===== config.mk =====
export PLATFORM = sky130hd
export DESIGN_NAME = uart_receiver_flat
export DESIGN_NICKNAME = d
export VERILOG_FILES = /design/src/rtl/uart_rx_if.sv /design/src/rtl/uart_receiver.sv /design/src/flat_wrapper.sv
export SDC_FILE = /design/constraint.sdc
export NUM_CORES = 1
export LEC_CHECK = 0
export ABC_AREA = 1
export BUFFER_PORTS_ARGS = -buffer_cell sky130_fd_sc_hd__buf_4
export CAP_MARGIN = 10
export CORE_MARGIN = 10
export CORE_UTILIZATION = 56
export CTS_CLUSTER_SIZE = 40
export DETAILED_ROUTE_END_ITERATION = 8
export PLACE_DENSITY = 0.86
export SETUP_SLACK_MARGIN = 0.02
export SYNTH_ARGS = -nofsm -noshare
export SYNTH_HDL_FRONTEND = slang
export SYNTH_SLANG_ARGS = --single-unit

===== constraint.sdc =====
create_clock -name quick_clk -period 1.7 [get_ports quick_clk]
set_clock_uncertainty 0.05 [all_clocks]
set_input_delay 0.17 -clock quick_clk [delete_from_list [all_inputs] [get_ports quick_clk]]
set_output_delay 0.17 -clock quick_clk [all_outputs]
set_load 0.02 [all_outputs]

===== src/rtl/uart_rx_if.sv =====
// Serial-line and receive-result signals between a UART receiver and its user.
// The receiver drives the results; the line itself comes from the user side.
interface uart_rx_if;
  logic       uart_rx;
  logic [7:0] rx_data;
  logic       rx_status;
  logic       rx_busy;
  logic       frame_err;

  modport master (
    output uart_rx,
    input  rx_data,
    input  rx_status,
    input  rx_busy,
    input  frame_err
  );

  modport slave (
    input  uart_rx,
    output rx_data,
    output rx_status,
    output rx_busy,
    output frame_err
  );
endinterface


===== src/rtl/uart_receiver.sv =====
// Oversampling 8N1 UART receiver: the line is synchronized, the start bit is qualified at
// mid-bit, and data/stop bits are sampled once per bit period.
module uart_receiver #(
  parameter int unsigned OS_RATE = 16
) (
  input  logic      quick_clk,
  input  logic      reset,
  uart_rx_if.slave  bus
);

  localparam int unsigned CNT_W = (OS_RATE > 2) ? $clog2(OS_RATE) : 1;
  localparam logic [CNT_W-1:0] HALF_M1 = CNT_W'(OS_RATE / 2 - 1);
  localparam logic [CNT_W-1:0] FULL_M1 = CNT_W'(OS_RATE - 1);

  typedef enum logic [1:0] {
    IDLE  = 2'd0,
    START = 2'd1,
    DATA  = 2'd2,
    STOP  = 2'd3
  } state_t;

  logic             r_rx_meta;
  logic             r_rx_s;
  logic [1:0]       r_warm;
  logic             r_armed;
  state_t           r_state;
  logic [CNT_W-1:0] r_cnt;
  logic [2:0]       r_idx;
  logic [7:0]       r_shift;
  logic [7:0]       r_rx_data;
  logic             r_rx_status;
  logic             r_frame_err;
  logic             r_busy;

  state_t           w_state_nxt;
  logic [CNT_W-1:0] w_cnt_nxt;
  logic [2:0]       w_idx_nxt;
  logic [7:0]       w_shift_nxt;
  logic [7:0]       w_data_nxt;
  logic             w_status_nxt;
  logic             w_ferr_nxt;
  logic             w_armed_nxt;
  logic             w_busy_nxt;

  // A start is only accepted once the synchronized line has been seen high after the last
  // frame (or after reset, once the synchronizer holds real line samples), so a break or a
  // line still low when reset is released never looks like a fresh falling edge.
  always_comb begin
    w_state_nxt  = r_state;
    w_cnt_nxt    = r_cnt;
    w_idx_nxt    = r_idx;
    w_shift_nxt  = r_shift;
    w_data_nxt   = r_rx_data;
    w_status_nxt = 1'b0;
    w_ferr_nxt   = 1'b0;
    w_armed_nxt  = r_armed | (r_warm[1] & r_rx_s);

    unique case (r_state)
      IDLE: begin
        w_cnt_nxt = '0;
        if (!r_rx_s && r_armed) begin
          w_state_nxt = START;
        end
      end

      START: begin
        if (r_cnt == HALF_M1) begin
          w_cnt_nxt = '0;
          if (!r_rx_s) begin
            w_state_nxt = DATA;
            w_idx_nxt   = 3'd0;
          end else begin
            w_state_nxt = IDLE;
          end
        end else begin
          w_cnt_nxt = CNT_W'(r_cnt + 1'b1);
        end
      end

      DATA: begin
        if (r_cnt == FULL_M1) begin
          w_cnt_nxt           = '0;
          w_shift_nxt[r_idx]  = r_rx_s;
          w_idx_nxt           = 3'(r_idx + 3'd1);
          if (r_idx == 3'd7) begin
            w_state_nxt = STOP;
          end
        end else begin
          w_cnt_nxt = CNT_W'(r_cnt + 1'b1);
        end
      end

      STOP: begin
        if (r_cnt == FULL_M1) begin
          w_cnt_nxt   = '0;
          w_state_nxt = IDLE;
          w_armed_nxt = 1'b0;
          if (r_rx_s) begin
            w_data_nxt   = r_shift;
            w_status_nxt = 1'b1;
          end else begin
            w_ferr_nxt = 1'b1;
          end
        end else begin
          w_cnt_nxt = CNT_W'(r_cnt + 1'b1);
        end
      end

      default: begin
        w_state_nxt = IDLE;
        w_cnt_nxt   = '0;
      end
    endcase

    w_busy_nxt = (w_state_nxt != IDLE);
  end

  // State, datapath and output registers; synchronizer resets to the idle-high level.
  always_ff @(posedge quick_clk) begin
    if (!reset) begin
      r_rx_meta   <= 1'b1;
      r_rx_s      <= 1'b1;
      r_warm      <= 2'b00;
      r_armed     <= 1'b0;
      r_state     <= IDLE;
      r_cnt       <= '0;
      r_idx       <= 3'd0;
      r_shift     <= 8'h00;
      r_rx_data   <= 8'h00;
      r_rx_status <= 1'b0;
      r_frame_err <= 1'b0;
      r_busy      <= 1'b0;
    end else begin
      r_rx_meta   <= bus.uart_rx;
      r_rx_s      <= r_rx_meta;
      r_warm      <= {r_warm[0], 1'b1};
      r_armed     <= w_armed_nxt;
      r_state     <= w_state_nxt;
      r_cnt       <= w_cnt_nxt;
      r_idx       <= w_idx_nxt;
      r_shift     <= w_shift_nxt;
      r_rx_data   <= w_data_nxt;
      r_rx_status <= w_status_nxt;
      r_frame_err <= w_ferr_nxt;
      r_busy      <= w_busy_nxt;
    end
  end

  assign bus.rx_data   = r_rx_data;
  assign bus.rx_status = r_rx_status;
  assign bus.rx_busy   = r_busy;
  assign bus.frame_err = r_frame_err;

endmodule


===== src/flat_wrapper.sv =====
// flat-port wrapper written by rule: the top's interface ports become plain ports
module uart_receiver_flat 
#(
  parameter int unsigned OS_RATE = 16
)
  (quick_clk, reset, bus_uart_rx, bus_rx_data, bus_rx_status, bus_rx_busy, bus_frame_err);
  uart_rx_if bus_i ();
  input  logic quick_clk;
  input  logic reset;
  input wire logic [$bits(bus_i.uart_rx)-1:0] bus_uart_rx;
  output wire logic [$bits(bus_i.rx_data)-1:0] bus_rx_data;
  output wire logic [$bits(bus_i.rx_status)-1:0] bus_rx_status;
  output wire logic [$bits(bus_i.rx_busy)-1:0] bus_rx_busy;
  output wire logic [$bits(bus_i.frame_err)-1:0] bus_frame_err;
  assign bus_i.uart_rx = bus_uart_rx;
  assign bus_rx_data = bus_i.rx_data;
  assign bus_rx_status = bus_i.rx_status;
  assign bus_rx_busy = bus_i.rx_busy;
  assign bus_frame_err = bus_i.frame_err;
  uart_receiver #(.OS_RATE(OS_RATE)) u_core (.quick_clk(quick_clk), .reset(reset), .bus(bus_i));
endmodule

==> flow_summary.ini, run 1 <==
[outcome]
status = finished clean

[die]
core_area_sq_um = 2430
pin_count = 14
num_rows = 18
die_h_um = 70.2
start_util_pct = 58.0
die_w_um = 70.2
design.die.area_sq_um = 4930

[placed_design]
io_buffers = 13
dp.cells = 234
place_area_sq_um = 1530
routabilityCongestion = 0.874
hpwl_um = 1890

[drt]
wl_met3_um = 186
wl_per_cell_um = 10.9
m1WireLength_um = 1220
firstDrtPassIters = 4
ant_nets = 0
wl_met2_um = 1180
routed_wl_um = 2650
vias = 1201
viasPerCell = 4.94
drc = 0
drtIter0Drc = 84
top_layer_used = met4

[logic_synthesis]
synthFlopType = dfxtp_1
ys_warn_count = 0
seq_area_frac_synth_pct = 46.9
ys_ff_latch = 33
yosys.area.top_type = dfxtp_1
synthTopCellsByArea = dfxtp_1 (47%), nand2_1 (16%), nor2_1 (7.5%)
syn_nets = 200
syn-cell-area_sq_um = 1410
ys_async_sr_fraction_pct = 0
synth_enable_flop_cells = 0
synth_cell_types = 20
postSynthAreaPerCell_sq_um = 7.27
synth_top_area_share_pct = 46.9
syn_inst = 194

[sta]
whs_ps = 371
setup_viol = 0
hold_viol = 0
fin_crit_sh_pct = 87.8
tns_ps = 0
drv_slew = 0
period_minus_slack_ps = 1490
tightest_slew_ps = 456
timing.fmax_mhz = 670
rsz0062_at_grt = false
slew_headroom_pct = 69.6

[finish]
fin_nets = 219
final_design_area_no_fill_sq_um = 1610
final_cell_mix = nand2_1 (60), dfxtp_1 (33), nor2_1 (28), inv_1 (20), a21oi_1 (16)
mostFrequentLayoutCell = nand2_1
layout-drive-gt1-share_pct = 14.1
finalNonFillerCells = 243
antennaDiodeCount = 0
syn_to_final_growth_pct = 14.1

[critical_path]
cp-start-kind = flop
cpLargestDelayFamily = simple AND/OR/NAND/NOR gates
cp-startpoint = u_core.r_cnt[0]
path_class = flop to flop
crit_slowest_cell = dfxtp_1
crit_chain = ha_2, nand2_1, nor2_1, nand2_1, nand2_1, nand3_1, nand2_1, nor2_1
arrival_ps = 1680
rr_worst_depth = 8
critPathMaxFanout = 6
cp-end-kind = flop
timing.rr.start = u_core.r_cnt[0]
critPathRequiredTime_ps = 1880
cp_common_cell = nand2_1
max_stage_delay_ps = 380
r2r_slack_ps = 210
r2r_end = u_core.r_idx[1]
crit_cells = 8
crit_buf_inv = 0

[clocking]
clkTransAtPathRegs_ps = 90
cts_sinks = 33
numCtsBuffers = 5
htree_levels = 2
clockBufferDepth = 2
cts_tree = yes
root_buffer = clkbuf_4
postCtsSetupBuffers = 0
clock_latency_ps = 330

[worst_hold_path]
hold_start = u_core.r_rx_meta
whs_path_depth = 1
hp-class = flop to flop
hold_path_end = u_core.r_rx_s

[run]
cap_violations = 0

[global_routing]
globalRouteOverflowTotal = 0
grt_pass1_vias = 1093
grt_start_max_net_pins = 17
grt_util_all_layers_pct = 11.4
antenna_found_initial = 0
grt_pass1_wl_um = 4670

[pwr]
power_uw = 1260
vdd_ir_drop_max_uv = 539
leakage_uw = 0.000694
power.density_nw_per_um2 = 780
## routing by layer
| metal | up-vias | global-route usage (%) |
|---|---|---|
| li1 | 644 | - |
| met1 | 529 | 12.7 |
| met2 | 21 | 17.4 |
| met3 | 7 | 5.23 |
| met4 | 0 | 6.58 |
| met5 | - | 0 |
## per-stage QoR
stage	setup WS (ps)	util (%)
global route	63.8	66.2
finish	207	66.2
floorplan	394	-
global placement	292	63.0
CTS	169	66.0
detailed placement	214	63.0
## power by group
group | internal, uW | switching, uW | leakage [uW] | total, uW
Clock | 195 | 240 | 0.0000314 | 435
Sequential | 780 | 5.53 | 0.000267 | 785
Combinational | 13.7 | 21.5 | 0.000395 | 35.2
Total | 988 | 267 | 0.000694 | 1260
## cell families (layout without fill, tap and decap cells)
family | Yosys count | count (layout) | share of synthesized area [%]
AO/OA/AOI/OAI | 17 | 17 | 6.03
XOR/XNOR | 1 | 1 | 0.621
adder cells (fa/ha/maj) | 3 | 3 | 2.66
buffers and inverters | 24 | 43 | 6.65
flip-flops | 33 | 33 | 46.8
AND/OR/NAND/NOR | 116 | 116 | 37.2
## sequential cells by signal, summed over array words and instances (netlist names)
register,count
u_core.r_rx_meta,1
u_core.r_shift,8
u_core.r_idx,3
u_core.bus.rx_busy,1
u_core.r_rx_s,1
u_core.r_cnt,4
u_core.r_armed,1
u_core.bus.frame_err,1
u_core.bus.rx_status,1
u_core.r_state,2
u_core.r_warm,2
u_core.bus.rx_data,8
## worst max-delay path by stage
stage / to
floorplan: u_core.r_idx[0]
global placement: u_core.bus.rx_data[1]
detailed placement: u_core.r_idx[1]
CTS: u_core.r_idx[1]
global route: u_core.r_idx[0]
finish: u_core.r_idx[1]
## cell usage after synthesis, types with 2 or more instances
cell type	instances
dfxtp_1	33
nand2_1	60
buf_2	2
nand3_1	15
a21oi_1	16
or2_2	2
nor2_1	28
ha_1	3
inv_1	20
nor2_4	4
nand3b_1	2
## worst reg2reg max path, stage by stage, from the launching register on
cell and delay (ps):
dfxtp_1 380, ha_2 250, nand2_1 110, nor2_1 150, nand2_1 70, nand2_1 170
nand3_1 100, nand2_1 70, nor2_1 40
## repair_timing
item | 4_1_cts | 5_1_grt
gates resized for setup | 0 | 1
hold buffers | 2 | 0
endpoints found under the hold margin | 2 | 0
endpoints found under the setup margin | 0 | 3
## area by class of cell
cell class              count  area [sq um]
fillers                   220           823
repair buffers             15           118
flip-flops and latches     33           661
multi-input cells         137           658
clock buffers               7          55.1
inverters                  21          80.1
well taps                  30          37.5
Note: power is estimated with default switching activity, not from simulation.
==> run 2, diff against run 1 <==
PLACE_DENSITY = 0.76   (was 0.86)
==> flow_summary.ini, run 2 (synthesis results as in run 1) <==
[outcome]
status = finished clean

[placed_design]
io_buffers = 13
dp.cells = 234
routabilityCongestion = 0.907
hpwl_um = 1990

[clocking]
clock_latency_ps = 340
cts_tree = yes
cts_sinks = 33
numCtsBuffers = 5
root_buffer = clkbuf_4
clkTransAtPathRegs_ps = 100
postCtsSetupBuffers = 0
cts_resized = 0
htree_levels = 2
clockBufferDepth = 2

[finish]
fillerInstances = 222
mostFrequentLayoutCell = nand2_1
antennaDiodeCount = 0
syn_to_final_growth_pct = 16.1
final_cell_mix = nand2_1 (60), dfxtp_1 (33), nor2_1 (28), inv_1 (20), a21oi_1 (16)
layout-drive-gt1-share_pct = 14.0
finalNonFillerCells = 244
fin_nets = 219

[critical_path]
crit_chain = ha_1, nand3_4, nor2_4, nand2_4, clkinv_2, nand2_1, a21oi_1
cp-startpoint = u_core.r_cnt[0]
cp-start-kind = flop
max_stage_delay_ps = 370
critPathRequiredTime_ps = 1920
rr_worst_depth = 7
r2r_slack_ps = 200
cp-end-kind = flop
r2r_end = u_core.bus.rx_data[6]
cp-endpoint = u_core.bus.rx_data[6]
timing.rr.start = u_core.r_cnt[0]
arrival_ps = 1720
crit_slowest_cell = dfxtp_1
critPathMaxFanout = 10
path_class = flop to flop

[global_routing]
grt_pass1_vias = 1185
grt_util_all_layers_pct = 12.4
grt_start_max_net_pins = 17
antenna_found_initial = 0
globalRouteOverflowTotal = 0
grt_pass1_wl_um = 5030

[pwr]
power.density_nw_per_um2 = 872
vdd_ir_drop_max_uv = 862
leakage_uw = 0.000711

[die]
die_h_um = 70.2
die_w_um = 70.2
core_area_sq_um = 2430
design.die.area_sq_um = 4930
start_util_pct = 58.0
pin_count = 14
num_rows = 18

[sta]
period_minus_slack_ps = 1500
hold_viol = 0
timing.fmax_mhz = 665
fin_crit_sh_pct = 88.4
drv_slew = 0
rsz0062_at_grt = false
tns_ps = 0
setup_viol = 0
slew_headroom_pct = 70.5
tightest_slew_ps = 442
whs_ps = 379

[drt]
routed_wl_um = 2780
viasPerCell = 5.10
firstDrtPassIters = 4
wl_per_cell_um = 11.4
vias = 1245
ant_nets = 0
drtIter0Drc = 63
drc = 0

[run]
cap_violations = 0

[worst_hold_path]
hp-class = flop to flop
-- run 2: cell types whose count changed in the layout (fill, tap and decap cells not counted), sizes merged --
cell,previous run,this run
bufinv,0,1
-- run 2: worst min path at each step --
| stage | endpoint | cells after the start | slack [ps] | start |
|---|---|---|---|---|
| after global routing | u_core.r_warm[1] | 2 | 400 | u_core.r_warm[0] |
| after CTS | u_core.r_warm[1] | 2 | 380 | u_core.r_warm[0] |
| after global placement | u_core.r_rx_meta | 2 | 310 | bus_uart_rx |
| after detailed placement | u_core.r_rx_meta | 2 | 310 | bus_uart_rx |
| final | u_core.r_rx_s | 1 | 380 | u_core.r_rx_meta |
| after floorplan | u_core.r_warm[0] | 0 | 150 | reset |
-- run 2: metrics by stage --
step	util, %	power [uW]	cell area, sq um	setup slack [ps]
after global placement	63.0	834	1530	277
after detailed placement	63.0	835	1530	224
after CTS	67.3	1450	1640	191
final	67.3	1430	1640	196
after floorplan	-	825	1410	394
after global routing	67.3	1480	1640	44.5
-- run 2: layer usage --
layer	wire [um]	track usage [%]	up-vias
li1	-	-	650
met1	1220	13.0	551
met2	1270	19.8	37
met3	216	4.24	7
met4	74	9.65	0
met5	0	0	-
-- run 2: area by class of cell --
type	instances	area [sq um]	area share (%)
clock buffer	7	55.1	3.36
clock inverter	1	30.0	1.83
inverter	21	80.1	4.89
multi-input combinational	137	656	40.1
sequential	33	661	40.4
tap	30	37.5	2.29
timing repair buffer	15	118	7.19
-- run 2: power by group --
group	internal (uW)	switching (uW)	total, uW
sequential	780	5.20	785
combinational	13.7	21.7	35.4
clock	351	256	607
total	1140	283	1430
-- run 2: critical path: cells and delay by family, from the launching register on --
kind	cells	cell delay [ps]
AO/OA/AOI/OAI	1	120
flip-flops	1	370
AND/OR/NAND/NOR	4	480
adder cells (fa/ha/maj)	1	270
buffers and inverters	1	120
-- run 2: what timing repair did --
action | 4_1_cts | 5_1_grt
hold buffers | 2 | 0
hold endpoints to repair | 2 | 0
endpoints found under the setup margin | 0 | 0
